### src/rtl/display_event_scheduler.sv
`default_nettype none
// ============================================================================
// Module   : display_event_scheduler
// Brief    : Round-robin time-multiplexing of six home events onto one 3-bit
//            status display, with fire-alarm pre-emption and sticky requests.
// Revision : 1.0
// ============================================================================
module display_event_scheduler #(
    parameter int DWELL = 8,
    parameter int CW    = 4
) (
    input  logic       clk,
    input  logic       rst_n,
    input  logic       alarm_req,
    input  logic       fdoor_req,
    input  logic       rdoor_req,
    input  logic       win_req,
    input  logic       heat_req,
    input  logic       cool_req,
    output logic [2:0] display,
    output logic       active,
    output logic [5:0] pending
);

    localparam logic [CW-1:0] c_reload = (CW)'(DWELL - 1);
    localparam logic [CW-1:0] c_one    = (CW)'(1);

    typedef enum logic [1:0] {
        ST_IDLE  = 2'd0,
        ST_SHOW  = 2'd1,
        ST_ALARM = 2'd2
    } state_t;

    state_t        r_state, w_state_nxt;
    logic [2:0]    r_cur, w_cur_nxt;
    logic [2:0]    r_ptr, w_ptr_nxt;
    logic [CW-1:0] r_cnt, w_cnt_nxt;
    logic          r_alarm_q;
    logic [5:0]    w_req, w_elig, w_clr, w_pend_nxt;
    logic [2:0]    w_pick, w_disp_nxt;

    // First eligible non-alarm index after 'last', wrapping 5 -> 1; 0 if none.
    function automatic logic [2:0] rr_pick(input logic [5:1] elig, input logic [2:0] last);
        logic [2:0] idx;
        logic [2:0] hit;
        hit = 3'd0;
        idx = last;
        for (int k = 0; k < 5; k++) begin
            idx = (idx >= 3'd5) ? 3'd1 : idx + 3'd1;
            if (hit == 3'd0 && elig[idx]) hit = idx;
        end
        return hit;
    endfunction

    always_comb begin
        w_req       = {cool_req, heat_req, win_req, rdoor_req, fdoor_req, alarm_req};
        w_elig      = w_req | pending;
        w_pick      = rr_pick(w_elig[5:1], r_ptr);
        w_state_nxt = r_state;
        w_cur_nxt   = r_cur;
        w_ptr_nxt   = r_ptr;
        w_cnt_nxt   = r_cnt;
        w_clr       = 6'd0;

        case (r_state)
            ST_IDLE: begin
                if (w_elig[0]) begin
                    w_state_nxt = ST_ALARM;
                    w_cnt_nxt   = c_reload;
                end else if (w_pick != 3'd0) begin
                    w_state_nxt = ST_SHOW;
                    w_cur_nxt   = w_pick;
                    w_cnt_nxt   = c_reload;
                end
            end
            ST_SHOW: begin
                if (alarm_req) begin
                    w_state_nxt = ST_ALARM;
                    w_cnt_nxt   = c_reload;
                end else if (r_cnt == '0) begin
                    if (w_elig[0]) begin
                        w_state_nxt = ST_ALARM;
                        w_cnt_nxt   = c_reload;
                    end else if (w_pick != 3'd0) begin
                        w_cur_nxt = w_pick;
                        w_cnt_nxt = c_reload;
                    end else begin
                        w_state_nxt = ST_IDLE;
                    end
                end else begin
                    // Slot bookkeeping happens on the edge that enters the last cycle.
                    w_cnt_nxt = r_cnt - c_one;
                    if (r_cnt == c_one) begin
                        w_ptr_nxt    = r_cur;
                        w_clr[r_cur] = 1'b1;
                    end
                end
            end
            ST_ALARM: begin
                if (alarm_req || r_alarm_q) begin
                    // Countdown starts only on the second low edge so the full
                    // dwell follows the last edge the alarm was seen high.
                    w_cnt_nxt = c_reload;
                end else if (r_cnt == '0) begin
                    if (w_pick != 3'd0) begin
                        w_state_nxt = ST_SHOW;
                        w_cur_nxt   = w_pick;
                        w_cnt_nxt   = c_reload;
                    end else begin
                        w_state_nxt = ST_IDLE;
                    end
                end else begin
                    w_cnt_nxt = r_cnt - c_one;
                    if (r_cnt == c_one) w_clr[0] = 1'b1;
                end
            end
            default: begin
                w_state_nxt = ST_IDLE;
                w_cnt_nxt   = '0;
            end
        endcase

        w_pend_nxt = (pending & ~w_clr) | w_req;

        case (w_state_nxt)
            ST_SHOW:  w_disp_nxt = w_cur_nxt + 3'd1;
            ST_ALARM: w_disp_nxt = 3'd1;
            default:  w_disp_nxt = 3'd0;
        endcase
    end

    always_ff @(posedge clk or negedge rst_n) begin
        if (!rst_n) begin
            r_state   <= ST_IDLE;
            r_cur     <= 3'd0;
            r_ptr     <= 3'd5;
            r_cnt     <= '0;
            r_alarm_q <= 1'b0;
            pending   <= 6'd0;
            display   <= 3'd0;
            active    <= 1'b0;
        end else begin
            r_state   <= w_state_nxt;
            r_cur     <= w_cur_nxt;
            r_ptr     <= w_ptr_nxt;
            r_cnt     <= w_cnt_nxt;
            r_alarm_q <= alarm_req;
            pending   <= w_pend_nxt;
            display   <= w_disp_nxt;
            active    <= (w_state_nxt != ST_IDLE);
        end
    end

endmodule
`default_nettype wire

### config.mk
export PLATFORM = sky130hd
export DESIGN_NAME = display_event_scheduler
export DESIGN_NICKNAME = d
export VERILOG_FILES = /design/src/rtl/display_event_scheduler.sv
export SDC_FILE = /design/constraint.sdc
export NUM_CORES = 1
export LEC_CHECK = 0
export CAP_MARGIN = 20
export CELL_PAD_IN_SITES_DETAIL_PLACEMENT = 1
export CELL_PAD_IN_SITES_GLOBAL_PLACEMENT = 2
export CORE_MARGIN = 2
export CORE_UTILIZATION = 32
export CTS_CLUSTER_DIAMETER = 100
export DETAILED_ROUTE_END_ITERATION = 7
export GPL_TIMING_DRIVEN = 1
export PLACE_DENSITY_LB_ADDON = 0.1
export SYNTH_ARGS = -nofsm -noshare
export SYNTH_HDL_FRONTEND = slang
export SYNTH_SLANG_ARGS = --single-unit
### constraint.sdc
create_clock -name clk -period 5.9 [get_ports clk]
set_input_delay 0.59 -clock clk [delete_from_list [all_inputs] [get_ports clk]]
set_output_delay 0.59 -clock clk [all_outputs]
set_load 0.02 [all_outputs]
==> results.yml <==
global_route:
  grt_pass1_wl_um: 15200
  grt_usage_pct: 21.3
  grt_use_met3_pct: 1.76
  met1_usage_pct: 26.9
  grt_pass1_vias: 2992
  grt-ovfl-total: 0
  antenna_found_initial: 0
  use_met2_pct: 39.3
  grt_max_degree: 24
  grt-busiest-layer: "met2"
clock_tree:
  cts.htree.levels: 1
  clkTransAtPathRegs_ps: 90
  cts_tree: "done"
  clock_latency_ps: 270
  cts-root-buf: "clkbuf_8"
  cts_buffers: 3
  clockBufferDepth: 2
  clock-sinks: 23
synthesis:
  ys_seq_area_share_pct: 22.1
  ys_ff_latch: 23
  synth_cell_types: 68
  ys_warn_count: 0
  syn_area_um2: 2610
  synth_cells: 338
  synthArstFlopShare_pct: 100
  syn_area_per_cell_um2: 7.73
  synth_nets: 366
  ys.flop_type: "dfrtp_1"
  synth_edf_count: 0
timing:
  hold-worst-slack_ps: 512
  hold_viol: 0
  worst_slew_pin_slew_ps: 958
  period_needed_ps: 6050
  finalCritPeriodShare_pct: 103
  maxSlewViolCount: 0
  finalSetupViolations: 3
  setup_slack_ps: -149
  tns_ps: -326
  fmax_mhz: 165
  max-slew-margin-rel_pct: 35.3
  skew_ps: 10.2
  rsz0062_at_grt: "yes"
worst_setup_path:
  crit_top_cell: "ha_4"
  worstSetupPathType: "register to register"
  cp_slowest_stage_delay_ps: 400
  crit_slowest_cell: "dfrtp_2"
  setup.worst_path.end_class: "register"
  crit_arrival_ps: 6210
  path_max_fanout: 6
  worst-endpoint-required_ps: 6060
  cp-start-kind: "register"
placement:
  io_buffers: 17
  dp_hpwl_um: 7140
  preCtsSetupSlack_ps: -210
  gp_congestion: 0.857
  place_area_um2: 3260
finish:
  final_common_cell: "buf_4"
  fin_area_um2: 3560
  final_cell_mix: "58 x buf_4, 29 x nor2_1, 28 x nand2_1"
  areaGrowthSynthToFinish_pct: 36.3
  layout-drive-gt1-share_pct: 29.6
  n_antenna_cell: 0
  final_net_count: 438
run_status:
  outcome: "finished, violations left"
  violations: "negative setup slack"
run:
  maxCapViolCount: 0
routing:
  drc: 0
  routed_wl_um: 9410
  drtIter0Drc: 56
  vias: 2854
  vias_per_cell: 5.59
  drtAntennaViolNets: 0
  wl_per_cell_um: 18.4
  first_pass_iters: 4
die:
  coreArea_um2: 7810
  die-area_um2: 8900
  fp.dieW_um: 94.3
  initial_core_util_pct: 33.4
  pin_count: 18
  std_cell_rows: 32
  die_h_um: 94.3
pwr:
  max-vdd-ir-drop_mv: 0.137
  power_density_nw_per_um2: 171
  p_leak_nw: 1.49
min_path:
  hp-class: "register to register"
flip-flops by register name (all words and copies together), names as in the netlist:
signal,cells
r_cur,3
display,3
active,1
r_state,2
r_cnt,4
pending,6
r_ptr,3
r_alarm_q,1
layout make-up:
type                            count  area, um2
Sequential cell                    23        579
Tap cell                          102        128
Clock buffer                        3       41.3
Multi-Input combinational cell    285       2090
Clock inverter                      1       5.00
Fill cell                         974       4250
Timing Repair Buffer               78        639
Inverter                           19       76.3
critical path, delay by kind of cell (launching register included):
family | cells | cell delay (ps)
simple gates | 11 | 2090
compound gates | 11 | 1770
fa+ha+maj | 6 | 1040
flops | 1 | 400
buf+inv | 4 | 300
mux | 1 | 290
cell families (layout without fill, tap and decap cells):
| kind of cell | after synthesis | in the layout | share of synthesized area, % |
|---|---|---|---|
| compound gates | 125 | 125 | 32.6 |
| xor+xnor | 1 | 1 | 0.335 |
| fa+ha+maj | 20 | 20 | 9.58 |
| buf+inv | 30 | 101 | 4.55 |
| flops | 23 | 23 | 22.1 |
| mux | 14 | 14 | 5.85 |
| simple gates | 125 | 125 | 24.9 |
metrics by stage:
step	power [W]	util, %	std cells
after floorplan	0.000369	-	338
after detailed placement	0.000463	41.7	484
after global routing	0.000656	45.6	511
final	0.000607	45.6	511
after CTS	0.000579	43.9	503
after global placement	0.000460	41.7	484
final timing paths:
path / slack, ps / end / from / depth (start not counted)
min: 510 / pending[5]$_DFF_PN0_ / pending[5]$_DFF_PN0_ / 1
max: -150 / display[0]$_DFF_PN0_ / r_ptr[1]$_DFFE_PN0P_ / 33
min reg2reg: 510 / pending[5]$_DFF_PN0_ / pending[5]$_DFF_PN0_ / 1
max reg2reg: -150 / display[0]$_DFF_PN0_ / r_ptr[1]$_DFFE_PN0P_ / 33
min in group asynchronous: 670 / r_cnt[1]$_DFF_PN0_ / rst_n / 2
max in group asynchronous: 4930 / r_ptr[2]$_DFFE_PN1P_ / rst_n / 2
metal layers:
layer | vias up | wire length (um)
li1 | 1408 | -
met1 | 1411 | 4300
met2 | 29 | 4900
met3 | 6 | 120
met4 | 0 | 89
met5 | - | 0
where the power goes:
group	switching (W)	total [W]	leakage [nW]	internal (W)
clock network	0.0000546	0.000102	0.0255	0.0000472
registers	0.0000190	0.000197	0.261	0.000178
logic	0.000168	0.000308	1.21	0.000140
total	0.000242	0.000607	1.49	0.000365
synthesized netlist by cell type, types with 3 or more instances:
library cell / instances / area (um2)
a21boi_0: 5 / 37.5
o21a_1: 4 / 30.0
and3_1: 3 / 18.8
o31a_1: 4 / 35.0
nor2b_1: 3 / 18.8
nor3_1: 15 / 75.1
nand3_1: 9 / 45.0
nand2b_1: 8 / 50.1
mux2i_1: 7 / 70.1
a21o_1: 8 / 60.1
or2_2: 5 / 31.3
nor2_1: 29 / 109
o311ai_0: 3 / 26.3
o21ai_0: 31 / 155
mux2_2: 6 / 67.6
a31oi_1: 5 / 31.3
ha_1: 20 / 250
nor4_1: 4 / 25.0
nand2_1: 30 / 113
dfrtp_1: 21 / 526
inv_1: 18 / 67.6
o211ai_1: 5 / 37.5
o22ai_1: 3 / 18.8
a21oi_1: 26 / 130
clkbuf_1: 8 / 30.0
a211oi_1: 3 / 22.5
repair_timing:
| item | CTS | global route |
|---|---|---|
| setup endpoints to repair | 3 | 3 |
| pin swaps | 16 | 12 |
| setup buffers | 15 | 8 |
| hold buffers | 0 | 0 |
| gates resized for setup | 7 | 18 |
Power figures use the tool's default switching activity.
